--- config.mk ---
export PLATFORM = sky130hd
export DESIGN_NAME = ula_sequenciador
export DESIGN_NICKNAME = d
export VERILOG_FILES = /design/src/rtl/ula_sequenciador.sv
export SDC_FILE = /design/constraint.sdc
export NUM_CORES = 1
export LEC_CHECK = 0
export ABC_AREA = 1
export BUFFER_PORTS_ARGS = -buffer_cell sky130_fd_sc_hd__buf_4
export CAP_MARGIN = 20
export CORE_MARGIN = 1.5
export CORE_UTILIZATION = 44
export DETAILED_ROUTE_END_ITERATION = 12
export PLACE_DENSITY = 0.73
export RECOVER_POWER = 100
export SLEW_MARGIN = 5
export SYNTH_ARGS = -nofsm -noshare
export SYNTH_HDL_FRONTEND = slang
export SYNTH_SLANG_ARGS = --single-unit
export TNS_END_PERCENT = 50
--- constraint.sdc ---
create_clock -name clk -period 1.8 [get_ports clk]
set_clock_uncertainty 0.15 [all_clocks]
set_input_delay 0.36 -clock clk [delete_from_list [all_inputs] [get_ports clk]]
set_output_delay 0.36 -clock clk [all_outputs]
set_load 0.01 [all_outputs]
--- src/rtl/ula_sequenciador.sv ---
// Sequencer for the 8-bit signed ULA: accepts load/op commands, drives the ULA from
// internal accumulator/operand/op registers, captures its result and returns it on a response port.
module ula_sequenciador #(
    parameter int NBITS = 8
) (
    input  logic             clk,
    input  logic             reset,
    input  logic             cmd_valid,
    output logic             cmd_ready,
    input  logic             cmd_load,
    input  logic [1:0]       cmd_op,
    input  logic [NBITS-1:0] cmd_operand,
    input  logic             clr_ovf,
    output logic [NBITS-1:0] ula_a,
    output logic [NBITS-1:0] ula_b,
    output logic [1:0]       ula_f,
    input  logic [NBITS-1:0] ula_saida,
    input  logic             ula_flag_o,
    output logic             res_valid,
    input  logic             res_ready,
    output logic [NBITS-1:0] res_data,
    output logic             res_ovf,
    output logic             ovf_sticky
);

    typedef enum logic [1:0] {
        S_IDLE = 2'd0,
        S_EXEC = 2'd1,
        S_RESP = 2'd2
    } state_t;

    state_t           state_q;
    logic [NBITS-1:0] acc_q;
    logic [NBITS-1:0] opnd_q;
    logic [1:0]       op_q;
    logic [NBITS-1:0] res_data_q;
    logic             res_ovf_q;
    logic             sticky_q;
    logic             sticky_d;
    logic             cmd_ready_q;
    logic             res_valid_q;

    // Sticky overflow next state: a capture with overflow beats a coincident clear.
    always_comb begin
        sticky_d = sticky_q;
        if (state_q == S_EXEC) begin
            sticky_d = (sticky_q & ~clr_ovf) | ula_flag_o;
        end else if (clr_ovf) begin
            sticky_d = 1'b0;
        end else begin
            sticky_d = sticky_q;
        end
    end

    // Control FSM with all datapath registers and registered handshake outputs.
    always_ff @(posedge clk) begin
        if (reset) begin
            state_q     <= S_IDLE;
            acc_q       <= {NBITS{1'b0}};
            opnd_q      <= {NBITS{1'b0}};
            op_q        <= 2'b00;
            res_data_q  <= {NBITS{1'b0}};
            res_ovf_q   <= 1'b0;
            sticky_q    <= 1'b0;
            cmd_ready_q <= 1'b1;
            res_valid_q <= 1'b0;
        end else begin
            sticky_q <= sticky_d;
            case (state_q)
                S_IDLE: begin
                    if (cmd_valid && cmd_ready_q) begin
                        cmd_ready_q <= 1'b0;
                        if (cmd_load) begin
                            acc_q       <= cmd_operand;
                            res_data_q  <= cmd_operand;
                            res_ovf_q   <= 1'b0;
                            res_valid_q <= 1'b1;
                            state_q     <= S_RESP;
                        end else begin
                            opnd_q  <= cmd_operand;
                            op_q    <= cmd_op;
                            state_q <= S_EXEC;
                        end
                    end
                end
                S_EXEC: begin
                    acc_q       <= ula_saida;
                    res_data_q  <= ula_saida;
                    res_ovf_q   <= ula_flag_o;
                    res_valid_q <= 1'b1;
                    state_q     <= S_RESP;
                end
                S_RESP: begin
                    // The accept edge only returns to IDLE; a new command waits a cycle.
                    if (res_ready) begin
                        res_valid_q <= 1'b0;
                        cmd_ready_q <= 1'b1;
                        state_q     <= S_IDLE;
                    end
                end
                default: begin
                    state_q     <= S_IDLE;
                    cmd_ready_q <= 1'b1;
                    res_valid_q <= 1'b0;
                end
            endcase
        end
    end

    assign cmd_ready  = cmd_ready_q;
    assign res_valid  = res_valid_q;
    assign res_data   = res_data_q;
    assign res_ovf    = res_ovf_q;
    assign ovf_sticky = sticky_q;
    assign ula_a      = acc_q;
    assign ula_b      = opnd_q;
    assign ula_f      = op_q;

endmodule

Yosys cells after proc, flatten, opt, wreduce, memory -nomap -nowiden
Cells that the tools add are included.
Storage, ports and cells
  logic and storage cells: 46
  bits in writable memories: 0
  memories kept: 0
  output and inout port bits: 30
  memory bits (read-only): 0
  bits of input ports: 25
  latch bits: 0
  register bits: 24
Cells by class
  bitwise gates (word level): 5
  reduce and logical (&&, ||, !) cells: 9
  muxes and demuxes: 19
  multiply operators: 0
  equality and inequality tests: 5
  magnitude comparators: 0
  shift operators: 0
  div/mod/pow operators: 0
  $add $sub $neg: 0
Operators by type and width (number)
  two-way mux 8 bit: 2
  case mux 8 bit (2 select lines): 1
  AND reduction 3 bit: 4
  two-way mux 1 bit: 9
  two-way mux 2 bit: 3
  inequality test 2 bit, second input constant: 3
  case mux 1 bit (3 select lines): 2
  case mux 2 bit (3 select lines): 1
  nonzero test 2 bit: 2
  NOT 1 bit: 3
  == test 2 x 1 -> 1 bit, second input constant: 1
  == test 2 bit, second input constant: 1
  logical NOT 2 bit: 1
  case mux 1 bit (2 select lines): 1
  AND reduction 2 bit: 1
  AND 1 bit: 1
  logical AND 1 bit: 1
  OR 1 bit: 1

Longest topological paths before layout
  depth in word-level cells: 4
  depth in mapped cells: 7

Least setup slack after synthesis
Ideal clock, no wire load.
  path kind: register -> register
  from: reg state_q[0]
  to: reg res_data_q[0], in the netlist res_data[0]
  data required time: 1537 ps
  setup slack: 533 ps
  stages on the path, launching flop included: 8
  buffers on the path: 0
  arrival: 1004 ps
  clock period less this slack: 1267 ps
  cells stage by stage: dfxtp_1 -> inv_2 -> nor2_2 -> inv_2 -> nand2_1 -> nand2_1 -> nor2_1 -> nor2_1
On the way
  longest elaborated chain between the ends: 3
  elaborated cells on any way between the ends: 7
  those cells by class: 3 x eq/ne; 1 x mux; 3 x reduce/logical
Ends and longest elaborated chain
  start: declaration: RTL line 32  | state_t state_q;
  start signal: assignment: RTL line 58  | state_q <= S_IDLE;
  start signal: assignment: RTL line 78  | state_q <= S_RESP;
  start signal: assignment: RTL line 82  | state_q <= S_EXEC;
  == test 2 x 1 -> 1 bit / logical NOT 2 bit (equally long branches): RTL line 69  | case (state_q)
  nonzero test 2 bit (no line) / inequality test 2 bit (equally long branches)
  AND reduction 3 bit (no line)
  end signal: assignment: RTL line 62  | res_data_q <= {NBITS{1'b0}};
  end signal: assignment: RTL line 75  | res_data_q <= cmd_operand;
  end signal: assignment: RTL line 88  | res_data_q <= ula_saida;
  end: declaration: RTL line 36  | logic [NBITS-1:0] res_data_q;
Several ways; a longest one is shown, not always the timed one.
A chain may end at the register's enable or synchronous reset.

Worst setup path in the final report
  from: reg state_q[1]
  to: reg opnd_q[5], in the netlist ula_b[5]
On the way
  longest elaborated chain between the ends: 2
Ends and longest elaborated chain
  logical NOT 2 bit: RTL line 69
  AND reduction 3 bit (no line)
  end signal: assignment: RTL line 60  | opnd_q <= {NBITS{1'b0}};
  end signal: assignment: RTL line 80  | opnd_q <= cmd_operand;
  end: declaration: RTL line 34  | logic [NBITS-1:0] opnd_q;
No other way between the ends.

==> flow_summary_export.csv <==
group,metric,value,unit
run_status,run_status,"complete, no violations",
logic_synthesis,synth_top_family_by_area,"simple AND/OR/NAND/NOR gates",
critical_path,worst-r2r-cell-count,5,
placed_design,dp.final_hpwl,1990,µm
timing,setup_viol,0,
logic_synthesis,synth_edf_count,0,
power_and_ir_drop,pwr-share-seq,51.4,%
global_route,grtUsageTotal,20.19,%
clock_network,worstSkewPairLatency,0.30,ns
logic_synthesis,synthAdderAreaFrac,0,%
detailed_routing,drc,0,
logic_synthesis,synth.area.top_cells,"dfxtp_1 (44%), nand2_1 (20%), a21oi_1 (6.8%)",
timing,tightest_slew,0.4201,ns
global_route,antenna_found_initial,0,
global_route,grt_max_degree,20,
logic_synthesis,syn_area,1096,µm²
floorplan,coreArea,2276,µm²
timing,finalMaxSlewViolations,0,
layout,drive_gt1_share,16.83,%
power_and_ir_drop,p_per_area,866.5,nW/µm²
floorplan,die_y,52.91,µm
global_route,first_global_vias,975,
clock_network,post-cts-setup-buffer-count,0,
floorplan,boundaryPins,55,
power_and_ir_drop,ir_drop,0.5542,mV
timing,max_slew_margin,71.89,%
timing,tns,0,ns
power_and_ir_drop,p_total,1191,µW
logic_synthesis,async_reset_ff_share,0,%
power_and_ir_drop,comb_power_share,25.8,%
floorplan,core.rowCount,17,
placed_design,gp_congestion,0.7612,
logic_synthesis,yosysTopAreaCell,"dfxtp_1",
clock_network,ctsHoldBuffers,0,
detailed_routing,wirelength,2628,µm
timing,fmax,665.8,MHz
logic_synthesis,synth-compound-area-share,6.849,%
clock_network,cts_tree,"built",
critical_path,timing.rr.start,"state_q[1]",
power_and_ir_drop,p_sw,367.1,µW
clock_network,path_clk_slew,0.12,ns
logic_synthesis,syn-num-nets,186,
clock_network,cts_inserted_buffers,3,
logic_synthesis,ys_seq_area_share,43.84,%
worst_hold_path,hp-start,"clr_ovf",
detailed_routing,drtIter0Drc,18,
power_and_ir_drop,swShare,30.81,%
critical_path,required,1.86,ns
logic_synthesis,yosysMostFrequentCell,"nand2_1",
layout,diodes,0,
global_route,grt_overflow,0,
placed_design,port_buffers,54,
detailed_routing,detail_route.wl_per_cell,11.14,µm
layout,layout.nets,234,
detailed_routing,dr.pass1.iters,4,
layout,fin_area,1375,µm²
placed_design,dpl_cell_area,1461,µm²
detailed_routing,via_per_inst,4.797,
detailed_routing,num_vias,1132,
power_and_ir_drop,pwr-share-clk,22.8,%
logic_synthesis,synth.area.mux_share,0,%
power_and_ir_drop,cellInternalPower,824.4,µW
critical_path,cp-end-kind,"register",
logic_synthesis,yosys.cell_types.count,16,
detailed_routing,ant_nets,0,
global_route,grt_pass1_wl,4146,µm
floorplan,die_width,52.91,µm
logic_synthesis,post-synth-top-area-fraction,43.84,%
timing,period_minus_slack,1.502,ns
clock_network,root_buffer,"clkbuf_4",
critical_path,timing.rr.end,"ula_b[5]",
floorplan,die-area,2799,µm²
worst_hold_path,hold_depth,4,
clock_network,cts-htree-levels,1,
critical_path,crit_type,"register to register",
timing,rsz0062_at_grt,"false",
clock_network,clock_sinks,24,
logic_synthesis,yosys_warnings,0,
worst_hold_path,hp-class,"input port to register",
clock_network,cts-resized-gates,0,
logic_synthesis,syn_avg_cell_area,6.808,µm²
worst_hold_path,holdPathEnd,"ovf_sticky",
critical_path,crit_fanout,11,
power_and_ir_drop,leakage,0.0006475,µW
logic_synthesis,synth_xor_area_share,0,%
logic_synthesis,netlist_instances,161,
clock_network,ctsLongestPathBuffers,2,
logic_synthesis,synth-seq-cells,24,
logic_synthesis,synthSimpleGateAreaFrac,35.96,%
critical_path,r2r_slack,0.30,ns
critical_path,start_kind,"register",
floorplan,initial_core_util,48.16,%
timing,hold_violations,0,
timing,fin_ws,0.2980,ns
flow_run,cap_violations,0,
critical_path,arrival,1.56,ns
layout,area_growth,25.46,%
placed_design,place_ws,0.3651,ns
timing,finalCritPeriodShare,83.44,%
logic_synthesis,synthTopCellsByCount,"nand2_1 (59), dfxtp_1 (24), nor2_1 (17)",
logic_synthesis,synth_top_flop_cell,"dfxtp_1",
per-layer routing:
| layer | vias to the layer above | GRT usage (%) | part of all wire, % |
|---|---|---|---|
| met5 | - | 0 | 0 |
| met4 | 0 | 7.692 | 1.6 |
| met3 | 7 | 5.367 | 5.9 |
| met2 | 43 | 31.87 | 46 |
| met1 | 497 | 26.19 | 46 |
| li1 | 585 | - | - |
power by group through the flow:
stage          logic (µW)  registers, µW  clock network, µW
2_1_floorplan         206            644                  0
3_3_place_gp          358            625                  0
3_5_place_dp          362            627                  0
4_1_cts               364            617                284
5_1_grt               348            619                304
6_report              308            612                271
per-stage QoR:
stage | instances | utilization (%) | hold slack [ns]
after global routing | 236 | 60.42 | 0.1360
after global placement | 232 | 64.21 | 0.3034
after CTS | 236 | 65.81 | 0.1344
after detailed placement | 232 | 64.21 | 0.3106
final | 236 | 60.42 | 0.1389
after floorplan | 161 | - | 0.3330
flip-flops by register name, summed over array words and instances (netlist names):
name        count
cmd_ready       1
ovf_sticky      1
res_data        8
res_ovf         1
res_valid       1
state_q         2
ula_b           8
ula_f           2
layout by cell type (no fill, tap or decap):
master	Yosys	final
inv_2	2	1
nand2_2	2	2
a21oi_1	15	15
nor2_1	17	19
clkbuf_1	2	30
nand2_1	59	59
clkbuf_8	0	1
clkbuf_4	0	3
inv_1	10	11
nor2_2	2	1
nand3_1	13	13
buf_4	8	27
clkinv_1	1	1
dfxtp_1	24	24
nand3b_1	1	1
kinds of logic (layout without fill, tap and decap cells):
kind of cell	after synthesis	after routing
buffers and inverters	27	74
DFF	24	24
and+or+nand+nor	95	95
AOI/OAI and AO/OA	15	15
layout make-up:
class | instances | area, µm²
well taps | 28 | 35.03
flip-flops and latches | 24 | 480.5
multi-input cells | 110 | 459.2
inverters | 13 | 48.80
fillers | 254 | 900.9
clock buffers | 4 | 36.28
repair buffers | 57 | 315.3
worst max path at each step:
stage | cells past startpoint | slack (ns) | startpoint | to
detailed placement | 5 | 0.37 | state_q[1] | ula_b[5]
global route | 5 | 0.18 | state_q[1] | ula_b[3]
CTS | 5 | 0.36 | state_q[1] | ula_b[5]
finish | 5 | 0.30 | state_q[1] | ula_b[5]
floorplan | 7 | 0.53 | state_q[0] | res_data[0]
global placement | 6 | 0.40 | cmd_load | res_data[7]
critical path, cell delays in order (launching register included):
cell and delay (ns):
dfxtp_1 0.36, nor2_1 0.22, buf_4 0.22, nand2_1 0.24, nand2_1 0.14, a21oi_1 0.07
Power figures use the tool's default switching activity.
